$ cat config.mk
export PLATFORM = sky130hd
export DESIGN_NAME = regfile_dump_ctrl_flat
export DESIGN_NICKNAME = d
export VERILOG_FILES = /design/src/rtl/regfile_dump_if.sv /design/src/rtl/regfile_dump_ctrl.sv /design/src/flat_wrapper.sv
export SDC_FILE = /design/constraint.sdc
export NUM_CORES = 1
export LEC_CHECK = 0
export BUFFER_PORTS_ARGS = -buffer_cell sky130_fd_sc_hd__buf_4
export CAP_MARGIN = 15
export CELL_PAD_IN_SITES_DETAIL_PLACEMENT = 1
export CELL_PAD_IN_SITES_GLOBAL_PLACEMENT = 1
export CORE_ASPECT_RATIO = 0.7
export CORE_MARGIN = 1.5
export CORE_UTILIZATION = 38
export CTS_CLUSTER_DIAMETER = 30
export DETAILED_ROUTE_END_ITERATION = 7
export PLACE_DENSITY = 0.76
export REMOVE_ABC_BUFFERS = 1
export SLEW_MARGIN = 20
export SYNTH_ARGS = -nofsm -noshare
export SYNTH_HDL_FRONTEND = slang
export SYNTH_SLANG_ARGS = --single-unit
$ cat constraint.sdc
create_clock -name clk -period 2.39 [get_ports clk]
set_input_delay 0.239 -clock clk [delete_from_list [all_inputs] [get_ports clk]]
set_output_delay 0.239 -clock clk [all_outputs]
set_load 0.01 [all_outputs]
$ cat src/rtl/regfile_dump_if.sv
// Request, halt handshake, register-file read port and output stream of the
// register dump controller, bundled for the controller and its environment.
interface regfile_dump_if #(
  parameter int unsigned ADDR_W = 5,
  parameter int unsigned DATA_W = 32
);
  logic              start;
  logic              single_req;
  logic [ADDR_W-1:0] single_addr;
  logic              halt_req;
  logic              halt_ack;
  logic [ADDR_W-1:0] rf_addr;
  logic [DATA_W-1:0] rf_data;
  logic              out_valid;
  logic              out_ready;
  logic [DATA_W-1:0] out_data;
  logic [ADDR_W-1:0] out_addr;
  logic              out_last;
  logic              busy;
  logic              done;
  logic              err;

  // Environment side: requester, pipeline, register file and stream consumer.
  modport master (
    output start, single_req, single_addr, halt_ack, rf_data, out_ready,
    input  halt_req, rf_addr, out_valid, out_data, out_addr, out_last,
    input  busy, done, err
  );

  // Controller side.
  modport slave (
    input  start, single_req, single_addr, halt_ack, rf_data, out_ready,
    output halt_req, rf_addr, out_valid, out_data, out_addr, out_last,
    output busy, done, err
  );
endinterface

$ cat src/rtl/regfile_dump_ctrl.sv
// Halts the pipeline, then streams either every architectural register or a
// single one out of the register file over a valid/ready channel.
module regfile_dump_ctrl #(
  parameter int unsigned NUM_REGS     = 32,
  parameter int unsigned ADDR_W       = 5,
  parameter int unsigned DATA_W       = 32,
  parameter int unsigned HALT_TIMEOUT = 255
) (
  input logic            clk,
  input logic            rst,
  regfile_dump_if.slave  bus
);

  localparam int unsigned       TCNT_W   = $clog2(HALT_TIMEOUT + 1);
  localparam logic [ADDR_W-1:0] LAST_IDX = ADDR_W'(NUM_REGS - 1);
  localparam logic [TCNT_W-1:0] TCNT_MAX = TCNT_W'(HALT_TIMEOUT - 1);

  typedef enum logic [2:0] {
    ST_IDLE,
    ST_HALT_WAIT,
    ST_READ,
    ST_SEND,
    ST_RELEASE
  } state_e;

  state_e            state_q,     state_d;
  logic              single_q,    single_d;
  logic [ADDR_W-1:0] idx_q,       idx_d;
  logic [TCNT_W-1:0] tcnt_q,      tcnt_d;
  logic              halt_req_q,  halt_req_d;
  logic [ADDR_W-1:0] rf_addr_q,   rf_addr_d;
  logic              out_valid_q, out_valid_d;
  logic [DATA_W-1:0] out_data_q,  out_data_d;
  logic [ADDR_W-1:0] out_addr_q,  out_addr_d;
  logic              out_last_q,  out_last_d;
  logic              busy_q,      busy_d;
  logic              done_q,      done_d;
  logic              err_q,       err_d;

  // Next-state and registered-output logic.
  always_comb begin
    state_d     = state_q;
    single_d    = single_q;
    idx_d       = idx_q;
    tcnt_d      = tcnt_q;
    halt_req_d  = halt_req_q;
    rf_addr_d   = rf_addr_q;
    out_valid_d = out_valid_q;
    out_data_d  = out_data_q;
    out_addr_d  = out_addr_q;
    out_last_d  = out_last_q;
    done_d      = 1'b0;
    err_d       = 1'b0;

    case (state_q)
      ST_IDLE: begin
        // start wins over single_req; rf_addr is set up now so READ sees settled data.
        if (bus.start || bus.single_req) begin
          single_d   = !bus.start;
          idx_d      = bus.start ? '0 : bus.single_addr;
          rf_addr_d  = bus.start ? '0 : bus.single_addr;
          halt_req_d = 1'b1;
          tcnt_d     = '0;
          state_d    = ST_HALT_WAIT;
        end
      end

      ST_HALT_WAIT: begin
        if (bus.halt_ack) begin
          state_d = ST_READ;
        end else if (tcnt_q == TCNT_MAX) begin
          halt_req_d = 1'b0;
          done_d     = 1'b1;
          err_d      = 1'b1;
          state_d    = ST_IDLE;
        end else begin
          tcnt_d = tcnt_q + TCNT_W'(1);
        end
      end

      ST_READ: begin
        out_data_d  = bus.rf_data;
        out_addr_d  = idx_q;
        out_valid_d = 1'b1;
        out_last_d  = single_q || (idx_q == LAST_IDX);
        state_d     = ST_SEND;
      end

      ST_SEND: begin
        if (bus.out_ready) begin
          out_valid_d = 1'b0;
          if (out_last_q) begin
            state_d = ST_RELEASE;
          end else begin
            idx_d     = idx_q + ADDR_W'(1);
            rf_addr_d = idx_q + ADDR_W'(1);
            state_d   = ST_READ;
          end
        end
      end

      ST_RELEASE: begin
        halt_req_d = 1'b0;
        done_d     = 1'b1;
        state_d    = ST_IDLE;
      end

      default: begin
        halt_req_d  = 1'b0;
        out_valid_d = 1'b0;
        state_d     = ST_IDLE;
      end
    endcase

    busy_d = (state_d != ST_IDLE);
  end

  // State register; reset drops the halt request and output channel at once.
  always_ff @(posedge clk or posedge rst) begin
    if (rst) begin
      state_q     <= ST_IDLE;
      single_q    <= 1'b0;
      idx_q       <= '0;
      tcnt_q      <= '0;
      halt_req_q  <= 1'b0;
      rf_addr_q   <= '0;
      out_valid_q <= 1'b0;
      out_data_q  <= '0;
      out_addr_q  <= '0;
      out_last_q  <= 1'b0;
      busy_q      <= 1'b0;
      done_q      <= 1'b0;
      err_q       <= 1'b0;
    end else begin
      state_q     <= state_d;
      single_q    <= single_d;
      idx_q       <= idx_d;
      tcnt_q      <= tcnt_d;
      halt_req_q  <= halt_req_d;
      rf_addr_q   <= rf_addr_d;
      out_valid_q <= out_valid_d;
      out_data_q  <= out_data_d;
      out_addr_q  <= out_addr_d;
      out_last_q  <= out_last_d;
      busy_q      <= busy_d;
      done_q      <= done_d;
      err_q       <= err_d;
    end
  end

  assign bus.halt_req  = halt_req_q;
  assign bus.rf_addr   = rf_addr_q;
  assign bus.out_valid = out_valid_q;
  assign bus.out_data  = out_data_q;
  assign bus.out_addr  = out_addr_q;
  assign bus.out_last  = out_last_q;
  assign bus.busy      = busy_q;
  assign bus.done      = done_q;
  assign bus.err       = err_q;

endmodule

$ cat src/flat_wrapper.sv
// flat-port wrapper written by rule: the top's interface ports become plain ports
module regfile_dump_ctrl_flat 
#(
  parameter int unsigned NUM_REGS     = 32,
  parameter int unsigned ADDR_W       = 5,
  parameter int unsigned DATA_W       = 32,
  parameter int unsigned HALT_TIMEOUT = 255
)
  (clk, rst, bus_start, bus_single_req, bus_single_addr, bus_halt_ack, bus_rf_data, bus_out_ready, bus_halt_req, bus_rf_addr, bus_out_valid, bus_out_data, bus_out_addr, bus_out_last, bus_busy, bus_done, bus_err);
  regfile_dump_if #(.ADDR_W(ADDR_W), .DATA_W(DATA_W)) bus_i ();
  input logic clk;
  input logic rst;
  input wire logic [$bits(bus_i.start)-1:0] bus_start;
  input wire logic [$bits(bus_i.single_req)-1:0] bus_single_req;
  input wire logic [$bits(bus_i.single_addr)-1:0] bus_single_addr;
  input wire logic [$bits(bus_i.halt_ack)-1:0] bus_halt_ack;
  input wire logic [$bits(bus_i.rf_data)-1:0] bus_rf_data;
  input wire logic [$bits(bus_i.out_ready)-1:0] bus_out_ready;
  output wire logic [$bits(bus_i.halt_req)-1:0] bus_halt_req;
  output wire logic [$bits(bus_i.rf_addr)-1:0] bus_rf_addr;
  output wire logic [$bits(bus_i.out_valid)-1:0] bus_out_valid;
  output wire logic [$bits(bus_i.out_data)-1:0] bus_out_data;
  output wire logic [$bits(bus_i.out_addr)-1:0] bus_out_addr;
  output wire logic [$bits(bus_i.out_last)-1:0] bus_out_last;
  output wire logic [$bits(bus_i.busy)-1:0] bus_busy;
  output wire logic [$bits(bus_i.done)-1:0] bus_done;
  output wire logic [$bits(bus_i.err)-1:0] bus_err;
  assign bus_i.start = bus_start;
  assign bus_i.single_req = bus_single_req;
  assign bus_i.single_addr = bus_single_addr;
  assign bus_i.halt_ack = bus_halt_ack;
  assign bus_i.rf_data = bus_rf_data;
  assign bus_i.out_ready = bus_out_ready;
  assign bus_halt_req = bus_i.halt_req;
  assign bus_rf_addr = bus_i.rf_addr;
  assign bus_out_valid = bus_i.out_valid;
  assign bus_out_data = bus_i.out_data;
  assign bus_out_addr = bus_i.out_addr;
  assign bus_out_last = bus_i.out_last;
  assign bus_busy = bus_i.busy;
  assign bus_done = bus_i.done;
  assign bus_err = bus_i.err;
  regfile_dump_ctrl #(.NUM_REGS(NUM_REGS), .ADDR_W(ADDR_W), .DATA_W(DATA_W), .HALT_TIMEOUT(HALT_TIMEOUT)) u_core (.clk(clk), .rst(rst), .bus(bus_i));
endmodule
; Word-level counts from Yosys, hierarchy flattened
; Index checks and enable logic that the tools add are counted.
[word_totals]
reg_bits = 60
word_cells = 67
in_bits = 43
output_inout_bits = 48
[op_classes]
n_bitwise = 2
n_reduce_logical = 14
n_mux = 25
n_addsub = 2
eq_ne = 12
[ops]
columns = operator, count
row1 = $mux W8, 3
row2 = $mux W5, 4
row3 = $pmux W8 S2, 1
row4 = $mux W3, 5
row5 = $pmux W3 S4, 1
row6 = $reduce_and A4 Y1, 3
row7 = $pmux W5 S2, 1
row8 = $add A8 B1 Y8 const B, 1
row9 = $eq A8 B8 Y1 const B, 1
row10 = $ne A2 B2 Y1 const B, 4
row11 = $mux W1, 7
row12 = $eq A3 B2 Y1 const B, 2
row13 = $pmux W1 S3, 2
row14 = $add A5 B1 Y5 const B, 1
row15 = $eq A5 B5 Y1 const B, 1
row16 = $ne A2 B1 Y1 const B, 2
row17 = $reduce_and A2 Y1, 2
row18 = $reduce_bool A2 Y1, 2
row19 = $eq A3 B1 Y1 const B, 1
row20 = $eq A3 B3 Y1 const B, 1
row21 = $logic_not A3 Y1, 1
row22 = $reduce_bool A3 Y1, 1
row23 = $reduce_or A3 Y1, 1
row24 = $logic_or A1 B1 Y1, 2
row25 = other kinds (4), 5

; Depth between registers and ports, before layout
[logic_depth]
ltp_word = 5
mapped_depth = 6
depth_no_buf = 6

; Worst setup path before layout
; OpenSTA, ideal clock, no wires.
[synth_path]
path_kind = reg2reg
from = register u_core.state_q[2]
to = register u_core.out_addr_q[0] (netlist: u_core.bus.out_addr[0])
synth_period_minus_slack_ns = 1.634
path_stages_with_launch = 6
slack_ns = 0.756
required_ns = 2.262
path_buffers = 3
setup_time_ns = 0.128
arrival_time_ns = 1.506
cell_sequence = dfrtp_1 -> buf_2 -> nor3_1 -> buf_2 -> buf_2 -> mux2_1
[synth_between]
elab_chain_len = 1
[synth_lines]
columns = element, line_no
row1 = from (decl), regfile_dump_ctrl.sv:26  ; state_e state_q, state_d;
row2 = from (signal assigned), regfile_dump_ctrl.sv:135  ; state_q <= state_d;
row3 = $eq A3 B2 Y1, regfile_dump_ctrl.sv:55  ; case (state_q)
row4 = to (signal assigned), regfile_dump_ctrl.sv:143  ; out_addr_q <= out_addr_d;
row5 = to (decl), regfile_dump_ctrl.sv:34  ; logic [ADDR_W-1:0] out_addr_q, out_addr_d;
; Every way passes these cells.
; A chain may end at the register's enable or synchronous reset.

; Worst setup path after layout
[layout_path]
from = register u_core.state_q[0]
to = register u_core.tcnt_q[5]
[layout_between]
elab_chain_len = 3
elab_cells_between_ends = 8
cone_classes = eq/ne (4) / mux (1) / reduce/logical (3)
[layout_lines]
columns = element, line_no
row1 = $eq A3 B1 Y1 or $logic_not A3 Y1 (tied branches), regfile_dump_ctrl.sv:55
row2 = "$ne A2 B2 Y1 (no line), or another cell as far along", --
row3 = $reduce_and A4 Y1 (no line), --
row4 = to (signal assigned), regfile_dump_ctrl.sv:138  ; tcnt_q <= tcnt_d;
row5 = to (decl), regfile_dump_ctrl.sv:29  ; logic [TCNT_W-1:0] tcnt_q, tcnt_d;
; Several ways; a longest one is shown, not always the timed one.

==> impl_metrics.tcl <==
set metrics [dict create \
    status "finished, final reports clean" \
    powerDensity_mw_per_mm2 1280 \
    grtUsageMet3_pct 5.65 \
    die_y_um 73.0 \
    setup.worst_path.start_class "flop" \
    fin_crit_sh_pct 86.2 \
    critPathSlowestCell "dfrtp_1" \
    synth_seq_cells 60 \
    yosysWarningCount 0 \
    tns_ns 0 \
    p_leak_nw 1.73 \
    mappedNetlistArea_sq_mm 0.00266 \
    antenna_left 0 \
    rsz0062_at_grt "false" \
    maxCapViolCount 0 \
    holdWs_ns 0.112 \
    seq_power_share_pct 37.9 \
    fin_crit_ns 2.06 \
    gr-total-overflow 0 \
    cts_max_level 3 \
    vdd.ir_drop.worst_uv 519 \
    core_sq_mm 0.00676 \
    grt_max_degree 40 \
    port_buffers 90 \
    drv_slew 0 \
    die_w_um 103 \
    synth.largest_area_cell "dfrtp_1" \
    pin_count 91 \
    hold_depth 2 \
    critPathMaxFanout 15 \
    drc 0 \
    vias_per_cell 4.97 \
    ys_types 42 \
    cts_resized 0 \
    yosysSeqAreaShare_pct 56.4 \
    num_rows 25 \
    synthTopCellsByArea "dfrtp_1, mux2_1, mux2_2" \
    cts_tree "built" \
    swShare_pct 35.2 \
    insertion_delay_ns 0.33 \
    power_frac_clock_pct 21.4 \
    pre_cts_ws_ns 0.372 \
    firstDrtPassIters 4 \
    fin_area_sq_mm 0.00369 \
    worst-path-stages 4 \
    fmax_ghz 0.485 \
    hold_viol_final 0 \
    min_path_type "primary input to flop" \
    setup_violations 0 \
    comb_power_share_pct 40.7 \
    grt_pass1_vias 2065 \
    cts.sink_count 60 \
    crit_chain "or3b_1 > nor3_2 > or3_1 > mux2i_1" \
    seq_area_sq_mm 0.00150 \
    worstSetupPathType "flop to flop" \
    clockBufferDepth 2 \
    endpoint_kind "flop" \
    critPathRequiredTime_ns 2.65 \
    drive_gt1_share_pct 39.0 \
    clkTransAtPathRegs_ns 0.08 \
    place_area_sq_mm 0.00346 \
    power.switching_w 0.00166 \
    cts_buffers 9 \
    die_area_sq_mm 0.00753 \
    syn2layout_area_growth_pct 38.6 \
    cts_root_buf "clkbuf_8" \
    start_util_pct 39.4 \
    grt_pass1_wl_mm 10.4 \
    dpl.hpwl_mm 4.78 \
    routed_wl_mm 6.59 \
    arrival_ns 2.32 \
    n_fill_cell 761 \
    avgSynthCellArea_sq_um 12.2 \
    grtUsageMet2_pct 28.9 \
    grt_use_met1_pct 24.8 \
    drt_iter0_drc 45 \
    nNetsFinal 360 \
    multi_input_area_sq_mm 0.00109 \
    skew_ns 0.00824 \
    n_antenna_cell 0 \
    place_congestion 0.758 \
    num_vias 2047 \
    critical_path.max_stage_delay_ns 0.67 \
    intPower_w 0.00306 \
    grt_usage_pct 18.6 \
    yosysTopAreaCellShare_pct 56.4 \
    post-route-worst-setup-slack_ns 0.330 \
    antenna_found_initial 0 \
    ff2ff_path_depth 4 \
    drt-wirelength-per-cell_um 16.0 \
    slew_headroom_pct 58.8 \
    path_delay_family "simple AND/OR/NAND/NOR gates" \
    syn_inst 218 \
    tightest_slew_ns 0.617 \
    grt-busiest-layer "met2" \
    crit_buf_inv 0 \
]
-- layout make-up --
| class | count | share of cell area, % |
|---|---|---|
| sequential | 60 | 40.7 |
| multi-input combinational | 141 | 29.5 |
| timing repair buffer | 94 | 19.9 |
| clock buffer | 9 | 3.36 |
| tap | 94 | 3.19 |
| clock inverter | 7 | 2.68 |
| inverter | 7 | 0.712 |
-- final timing paths --
kind                                          from                 endpoint  slack [ns]
setup / recovery                 u_core.state_q[0]         u_core.tcnt_q[5]        0.33
hold / removal                      bus_rf_data[5]   u_core.bus.out_data[5]        0.11
setup reg to reg                 u_core.state_q[0]         u_core.tcnt_q[5]        0.33
hold reg to reg            u_core.bus.out_data[11]  u_core.bus.out_data[11]        0.49
max in group asynchronous                      rst   u_core.bus.out_addr[2]        1.24
min in group asynchronous                      rst   u_core.bus.out_data[4]        0.55
-- logic make-up after synthesis --
group           share of synthesized area (%)
compound gates                           9.30
fa+ha+maj                                1.88
buf+inv                                  2.87
flops                                    56.4
mux                                      17.2
simple gates                             12.4
-- power by group through the flow --
stage	sequential, W	combinational, W	clock (W)
global placement	0.00176	0.00190	0
detailed placement	0.00181	0.00195	0
finish	0.00179	0.00192	0.00101
CTS	0.00179	0.00196	0.00104
global route	0.00185	0.00211	0.00110
floorplan	0.00191	0.000874	0
-- metal layers --
layer	routed length, um	share of wire (%)
met2	3020	46
met3	477	7.2
met4	40	0.61
met1	3050	46
met5	0	0
-- stage by stage --
step | instances | total power (W) | utilization, %
2_1_floorplan | 208 | 0.00278 | -
3_3_place_gp | 395 | 0.00366 | 51.2
3_5_place_dp | 395 | 0.00376 | 51.2
4_1_cts | 412 | 0.00480 | 54.6
5_1_grt | 412 | 0.00506 | 54.6
6_report | 412 | 0.00472 | 54.6
-- layout by cell type, fill, tap and decap left out, drive strengths merged, types with 2 or more instances in the layout --
| cell | netlist | final |
|---|---|---|
| a21oi | 11 | 11 |
| and3 | 2 | 2 |
| buf | 10 | 93 |
| bufinv | 0 | 2 |
| clkbuf | 0 | 9 |
| clkinv | 0 | 3 |
| dfrtp | 60 | 60 |
| ha | 4 | 4 |
| inv | 7 | 8 |
| mux2 | 37 | 37 |
| mux2i | 4 | 4 |
| nand2 | 13 | 13 |
| nand2b | 4 | 4 |
| nand3 | 6 | 6 |
| nand4 | 3 | 3 |
| nor2 | 5 | 5 |
| nor3 | 10 | 10 |
| nor3b | 3 | 3 |
| o211ai | 2 | 2 |
| o21ai | 13 | 13 |
| or2 | 2 | 2 |
| or3 | 3 | 3 |
-- cell usage after synthesis (all sizes together) --
cell type and count:
a211o 1, a211oi 1, a21boi 1, a21oi 11
a2bb2oi 1, a311oi 1, a32oi 1, and2 1
and3 2, and3b 1, and4 1, buf 10
dfrtp 60, ha 4, inv 7, mux2 37
mux2i 4, nand2 13, nand2b 4, nand3 6
nand3b 1, nand4 3, nor2 5, nor3 10
nor3b 3, nor4 1, nor4b 1, o211ai 2
o21a 1, o21ai 13, o22ai 1, o31a 1
o31ai 1, o41ai 1, or2 2, or3 3
or3b 1, or4 1
-- timing repair --
action | CTS | global route
setup buffers | 0 | 0
hold buffers | 1 | 0
endpoints found under the hold margin | 13 | 0
-- flip-flops by register name, indices dropped and copies added, names as in the netlist, 3 cells and up --
register and flops:
u_core.state_q 3, u_core.tcnt_q 8, u_core.bus.out_addr 5, u_core.idx_q 5, u_core.bus.out_data 32
Power figures use the tool's default switching activity.
